===== config.mk =====
export PLATFORM = sky130hd
export DESIGN_NAME = cache_mem_arbiter
export DESIGN_NICKNAME = d
export VERILOG_FILES = /design/src/rtl/cache_arb_pkg.sv /design/src/rtl/burst_beat_ctr.sv /design/src/rtl/cache_mem_arbiter.sv
export SDC_FILE = /design/constraint.sdc
export NUM_CORES = 1
export LEC_CHECK = 0
export ABC_AREA = 1
export ABC_CLOCK_PERIOD_IN_PS = 2290
export BUFFER_PORTS_ARGS = -buffer_cell sky130_fd_sc_hd__buf_2
export CORE_AREA = 3 3 215 217
export CTS_CLUSTER_SIZE = 25
export DETAILED_ROUTE_END_ITERATION = 8
export DIE_AREA = 0 0 218 220
export PLACE_DENSITY = 0.76
export SLEW_MARGIN = 20
export SYNTH_ARGS = -nofsm -noshare
export SYNTH_HDL_FRONTEND = slang
export SYNTH_SLANG_ARGS = --single-unit

===== constraint.sdc =====
create_clock -name clk -period 2.29 [get_ports clk]
set_input_delay 0.687 -clock clk [delete_from_list [all_inputs] [get_ports clk]]
set_output_delay 0.687 -clock clk [all_outputs]
set_load 0.05 [all_outputs]

===== src/rtl/cache_arb_pkg.sv =====
// Shared types and helpers for the cache/memory refill arbiter.
package cache_arb_pkg;

  typedef enum logic [1:0] {
    IDLE  = 2'd0,
    BURST = 2'd1,
    DONE  = 2'd2
  } arb_state_e;

  localparam logic OWN_I = 1'b0;
  localparam logic OWN_D = 1'b1;

  // Byte offset width of one line: word-in-line bits plus the 2 byte-in-word bits.
  function automatic int calc_off(input int beats);
    return $clog2(beats) + 2;
  endfunction

  // Beat counter width; a single-beat line still gets a 1-bit (constant 0) counter.
  function automatic int calc_kw(input int beats);
    return (beats > 1) ? $clog2(beats) : 1;
  endfunction

endpackage


===== src/rtl/burst_beat_ctr.sv =====
// Beat counter for one line burst: clear on grant, advance per completed beat,
// flags the final beat so the arbiter can leave BURST.
module burst_beat_ctr
  import cache_arb_pkg::*;
#(
  parameter int BEATS = 4,
  localparam int KW = calc_kw(BEATS)
) (
  input  logic          clk,
  input  logic          rst,
  input  logic          clr_i,
  input  logic          adv_i,
  output logic [KW-1:0] k_o,
  output logic          last_o
);

  if (BEATS == 1) begin : g_single
    // With one beat per line the counter is a constant and every beat is the last.
    logic unused_s;
    assign unused_s = clk ^ rst ^ clr_i ^ adv_i;
    assign k_o      = '0;
    assign last_o   = 1'b1;
  end else begin : g_multi
    logic [KW-1:0] k_q;
    logic [KW-1:0] k_d;

    // Next count: clear has priority; advancing past BEATS-1 wraps since BEATS is a power of two.
    always_comb begin
      k_d = k_q;
      if (clr_i) begin
        k_d = '0;
      end else if (adv_i) begin
        k_d = k_q + KW'(1);
      end else begin
        k_d = k_q;
      end
    end

    // Count register with synchronous reset.
    always_ff @(posedge clk) begin
      if (rst) begin
        k_q <= '0;
      end else begin
        k_q <= k_d;
      end
    end

    assign k_o    = k_q;
    assign last_o = (k_q == KW'(BEATS - 1));
  end

endmodule


===== src/rtl/cache_mem_arbiter.sv =====
// Round-robin arbiter putting I-side refills and D-side refills/write-backs
// onto one main-memory port as BEATS-word bursts, returning assembled lines.
module cache_mem_arbiter
  import cache_arb_pkg::*;
#(
  parameter int ADDR_W = 32,
  parameter int DATA_W = 32,
  parameter int BEATS  = 4
) (
  input  logic                    clk,
  input  logic                    rst,
  input  logic                    i_req,
  input  logic [ADDR_W-1:0]       i_addr,
  output logic [DATA_W*BEATS-1:0] i_line,
  output logic                    i_done,
  input  logic                    d_req,
  input  logic                    d_we,
  input  logic [ADDR_W-1:0]       d_addr,
  input  logic [DATA_W*BEATS-1:0] d_wline,
  output logic [DATA_W*BEATS-1:0] d_line,
  output logic                    d_done,
  output logic                    mem_valid,
  output logic                    mem_we,
  output logic [ADDR_W-1:0]       mem_addr,
  output logic [DATA_W-1:0]       mem_wdata,
  input  logic                    mem_ready,
  input  logic [DATA_W-1:0]       mem_rdata,
  output logic                    busy,
  output logic                    owner
);

  localparam int OFF    = calc_off(BEATS);
  localparam int KW     = calc_kw(BEATS);
  localparam int LINE_W = DATA_W * BEATS;
  localparam logic [ADDR_W-1:0] BASE_MASK = {{(ADDR_W-OFF){1'b1}}, {OFF{1'b0}}};

  arb_state_e          state_q;
  logic                owner_q;
  logic                we_q;
  logic [ADDR_W-1:0]   base_q;
  logic [LINE_W-1:0]   wline_q;
  logic                last_grant_q;
  logic [LINE_W-1:0]   i_line_q;
  logic [LINE_W-1:0]   d_line_q;

  logic                grant_s;
  logic                grant_own_s;
  logic                beat_fire_s;
  logic [KW-1:0]       k_s;
  logic                last_beat_s;

  // Arbitration: a lone request wins; on a tie the side not granted last wins.
  always_comb begin
    grant_s     = 1'b0;
    grant_own_s = OWN_I;
    if (state_q == IDLE) begin
      if (i_req && d_req) begin
        grant_s     = 1'b1;
        grant_own_s = (last_grant_q == OWN_I) ? OWN_D : OWN_I;
      end else if (d_req) begin
        grant_s     = 1'b1;
        grant_own_s = OWN_D;
      end else if (i_req) begin
        grant_s     = 1'b1;
        grant_own_s = OWN_I;
      end else begin
        grant_s     = 1'b0;
        grant_own_s = OWN_I;
      end
    end else begin
      grant_s     = 1'b0;
      grant_own_s = OWN_I;
    end
  end

  assign beat_fire_s = (state_q == BURST) && mem_ready;

  burst_beat_ctr #(.BEATS(BEATS)) u_beat_ctr (
    .clk    (clk),
    .rst    (rst),
    .clr_i  (grant_s),
    .adv_i  (beat_fire_s),
    .k_o    (k_s),
    .last_o (last_beat_s)
  );

  // Transfer FSM: latch the granted request, run the burst, capture read beats, strobe done.
  always_ff @(posedge clk) begin
    if (rst) begin
      state_q      <= IDLE;
      owner_q      <= OWN_I;
      we_q         <= 1'b0;
      base_q       <= '0;
      wline_q      <= '0;
      last_grant_q <= OWN_I;
      i_line_q     <= '0;
      d_line_q     <= '0;
    end else begin
      case (state_q)
        IDLE: begin
          if (grant_s) begin
            owner_q <= grant_own_s;
            if (grant_own_s == OWN_D) begin
              we_q    <= d_we;
              base_q  <= d_addr & BASE_MASK;
              wline_q <= d_wline;
            end else begin
              we_q    <= 1'b0;
              base_q  <= i_addr & BASE_MASK;
              wline_q <= '0;
            end
            state_q <= BURST;
          end else begin
            state_q <= IDLE;
          end
        end
        BURST: begin
          if (beat_fire_s) begin
            if (!we_q) begin
              if (owner_q == OWN_I) begin
                i_line_q[k_s*DATA_W +: DATA_W] <= mem_rdata;
              end else begin
                d_line_q[k_s*DATA_W +: DATA_W] <= mem_rdata;
              end
            end
            if (last_beat_s) begin
              state_q <= DONE;
            end
          end
        end
        DONE: begin
          last_grant_q <= owner_q;
          state_q      <= IDLE;
        end
        default: begin
          state_q <= IDLE;
        end
      endcase
    end
  end

  // Memory-side outputs decode purely from registered state, so a stalled beat holds them.
  assign mem_valid = (state_q == BURST);
  assign mem_we    = mem_valid && we_q;
  assign mem_addr  = base_q | (ADDR_W'(k_s) << 2);
  assign mem_wdata = wline_q[k_s*DATA_W +: DATA_W];

  assign i_done = (state_q == DONE) && (owner_q == OWN_I);
  assign d_done = (state_q == DONE) && (owner_q == OWN_D);
  assign busy   = (state_q != IDLE);
  assign owner  = owner_q;
  assign i_line = i_line_q;
  assign d_line = d_line_q;

endmodule


==> impl_metrics.py <==
metrics = {
    "die": {
        "io_pins": 556,
        "die_x_um": 218,
        "die_y_um": 220,
        "dieArea_um2": 48000,
        "start_util_pct": 41.6,
        "core_area_um2": 44300,
        "core.rowCount": 77,
    },
    "power_and_ir_drop": {
        "power_leakage_nw": 13.5,
        "cellPowerDensity_nw_per_um2": 704,
        "finalPower_mw": 17.4,
        "worst_ir_drop_vdd_v": 0.000615,
    },
    "critical_path": {
        "r2r_slack_ns": 0.15,
        "max_stage_delay_ns": 0.43,
        "endpoint_kind": "output pin",
        "worstSetupPathType": "flip-flop to output pin",
        "cp.arrival_ns": 1.80,
        "ff2ff_path_depth": 11,
        "cp-start-kind": "flip-flop",
        "r2r_end": "i_line[53]",
        "startpoint": "u_beat_ctr.k_o[0]",
        "worstReg2RegStart": "u_beat_ctr.k_o[0]",
        "crit_fanout": 13,
        "cp_num_buf_inv": 3,
        "critPathTopFamily": "buffers and inverters",
        "slowest_stage": "dfxtp_4",
        "crit_required_ns": 1.60,
        "crit_chain": "clkinv_8, clkbuf_16, o21ai_1, o22ai_2, buf_6",
        "crit_end": "mem_wdata[15]",
        "crit_cells": 5,
    },
    "route": {
        "wl_met1_um": 26300,
        "route.met3.wl_um": 6490,
        "via_per_inst": 5.01,
        "routedWlPerCell_um": 17.5,
        "highest_layer": "met5",
        "met2_wirelength_um": 31800,
        "drt-pass1-iter-count": 6,
        "drt_iter0_drc": 1711,
        "postRouteAntennaNets": 0,
        "vias": 19732,
        "drc_errors": 0,
        "routed_wl_um": 69100,
    },
    "clocking": {
        "clk_path_buf_depth": 3,
        "root_buffer": "clkbuf_16",
        "clock_sinks": 419,
        "holdBufCountCts": 0,
        "numCtsBuffers": 46,
        "clock_latency_ns": 0.59,
        "htreeDepth": 2,
        "clk_pin_slew_worst_paths_ns": 0.06,
        "cts_tree": "yes",
    },
    "sta": {
        "final.period_utilization_pct": 108,
        "hold_viol": 0,
        "setup_violations": 32,
        "drv_slew": 0,
        "worstMarginPinSlew_ns": 0.688,
        "worst_slack_ns": -0.192,
        "fin_crit_ns": 2.48,
        "rsz0062_at_grt": "true",
        "relSlewSlack_pct": 54.0,
        "skew_ns": 0.0198,
        "tns_ns": -4.50,
        "fmax_mhz": 403,
    },
    "global_route": {
        "antenna_found_initial": 8,
        "gr-total-overflow": 0,
        "grt_pass1_wl_um": 103000,
        "grt_max_degree": 127,
        "grt.total_usage_pct": 27.5,
        "grt_pass1_vias": 18022,
    },
    "placed_design": {
        "port_buffers": 545,
        "dp_hpwl_um": 48300,
        "dp_slack_ns": 0.111,
        "place_congestion": 0.946,
        "dpl_cell_area_um2": 22200,
    },
    "final_layout": {
        "nets": 3541,
        "final_cell_area_um2": 24600,
        "area_delta_synth_final_pct": 33.6,
        "final_util_pct": 55.6,
        "layout-drive-gt1-share_pct": 24.9,
    },
    "logic_synthesis": {
        "synth_seq_area_share_pct": 45.5,
        "synth.cell_area_um2": 18400,
        "synth_cells": 2816,
        "ys_seq_elements": 419,
        "synth_area_leaders": "dfxtp_1 (45%), nand2_1 (17%), nor2_1 (9.8%)",
        "yosysTopAreaCell": "dfxtp_1",
        "yosys_warnings": 0,
        "synth_top_cell_area_share_pct": 45.5,
        "syn_area_per_cell_um2": 6.55,
        "yosysUniqueCellTypes": 24,
    },
    "run": {
        "drv_cap": 0,
    },
    "status": {
        "violations": "setup timing",
        "status": "finished with violations",
    },
    "worst_hold_path": {
        "min_path_type": "input port to flip-flop",
        "whs_path_depth": 3,
        "min_from": "d_wline[81]",
    },
}
[where the power goes]
group          internal (mW)  total (mW)  leakage (nW)  switching (mW)
registers               7.53        7.69          3.40           0.151
clock network           4.07        7.25         0.711            3.18
logic                  0.774        2.41          9.41            1.64
total                   12.4        17.4          13.5            4.97
[cells in the mapped netlist]
master,count
nor2_1,481
conb_1,1
nor2_2,2
dfxtp_1,419
nand4_1,5
inv_2,3
nor2_4,3
nand3_2,1
nand3b_1,28
a21boi_1,1
a21oi_1,129
o21ai_0,65
inv_1,279
ha_1,5
o22ai_1,33
nor3_1,9
buf_2,81
clkbuf_1,91
nand3_1,317
nand2_1,829
buf_1,27
o21ai_1,1
buf_4,4
nand2_2,2
[worst min path at each step]
stage	end	slack, ns
6_report	wline_q[81]	0.29
5_1_grt	wline_q[81]	0.27
4_1_cts	wline_q[111]	0.26
3_5_place_dp	d_line[15]	0.45
3_3_place_gp	d_line[26]	0.45
2_1_floorplan	wline_q[64]	0.44
[worst register-to-register path: cells and delay by family, from the launching register on]
family | cells | cell delay, ns
adders and majority gates | 1 | 0.23
buffers and inverters | 5 | 0.71
DFF | 1 | 0.43
and+or+nand+nor | 5 | 0.71
[metrics by stage]
stage / instances / hold WS [ns]
after detailed placement: 3828 / 0.448
after floorplan: 2817 / 0.444
after global placement: 3828 / 0.445
after global routing: 3934 / 0.272
after CTS: 3923 / 0.257
final: 3938 / 0.291
[final cells by class]
type | instances | area, um2
fill | 4238 | 19700
multi-input combinational | 1913 | 8590
sequential | 419 | 8400
timing repair buffer | 644 | 4340
clock buffer | 62 | 1280
inverter | 282 | 1080
tap | 592 | 741
clock inverter | 18 | 170
antenna | 8 | 20.0
[state kept, by name, summed over array words and instances, names as in the netlist, 2 cells and up]
signal,count
wline_q,128
base_q,28
i_line,128
state_q,2
d_line,128
u_beat_ctr.k_o,2
[metal layers]
| metal | global-route usage, % | vias up |
|---|---|---|
| met2 | 45.5 | 989 |
| met4 | 16.8 | 6 |
| met3 | 6.33 | 225 |
| met5 | 0 | - |
| li1 | - | 9689 |
| met1 | 32.5 | 8823 |
[what timing repair did]
action	in CTS	in global routing
cloned	8	2
endpoints found under the setup margin	34	71
buffers inserted	7	5
resized for setup	162	53
pin swaps	2	0
[cells in the final DEF, fill, tap and decap left out, types with 12 or more instances in the layout]
| master | count |
|---|---|
| nand3b_1 | 28 |
| nor2_2 | 32 |
| o21ai_1 | 27 |
| o21ai_2 | 21 |
| a21oi_1 | 129 |
| buf_12 | 30 |
| buf_2 | 510 |
| clkbuf_16 | 49 |
| inv_1 | 276 |
| nand3_1 | 316 |
| dfxtp_1 | 416 |
| nor2_1 | 447 |
| buf_4 | 54 |
| o21ai_0 | 12 |
| o22ai_2 | 32 |
| buf_6 | 34 |
| nand2_1 | 829 |
[logic make-up (layout without fill, tap and decap cells)]
family	Yosys count	in the layout	synth area share, %
buffers and inverters	485	1006	10.5
DFF	419	419	45.5
other	1	10	0.0203
AOI/OAI and AO/OA	229	229	6.45
adders and majority gates	5	5	0.339
and+or+nand+nor	1677	1677	37.2
Power figures use the tool's default switching activity.
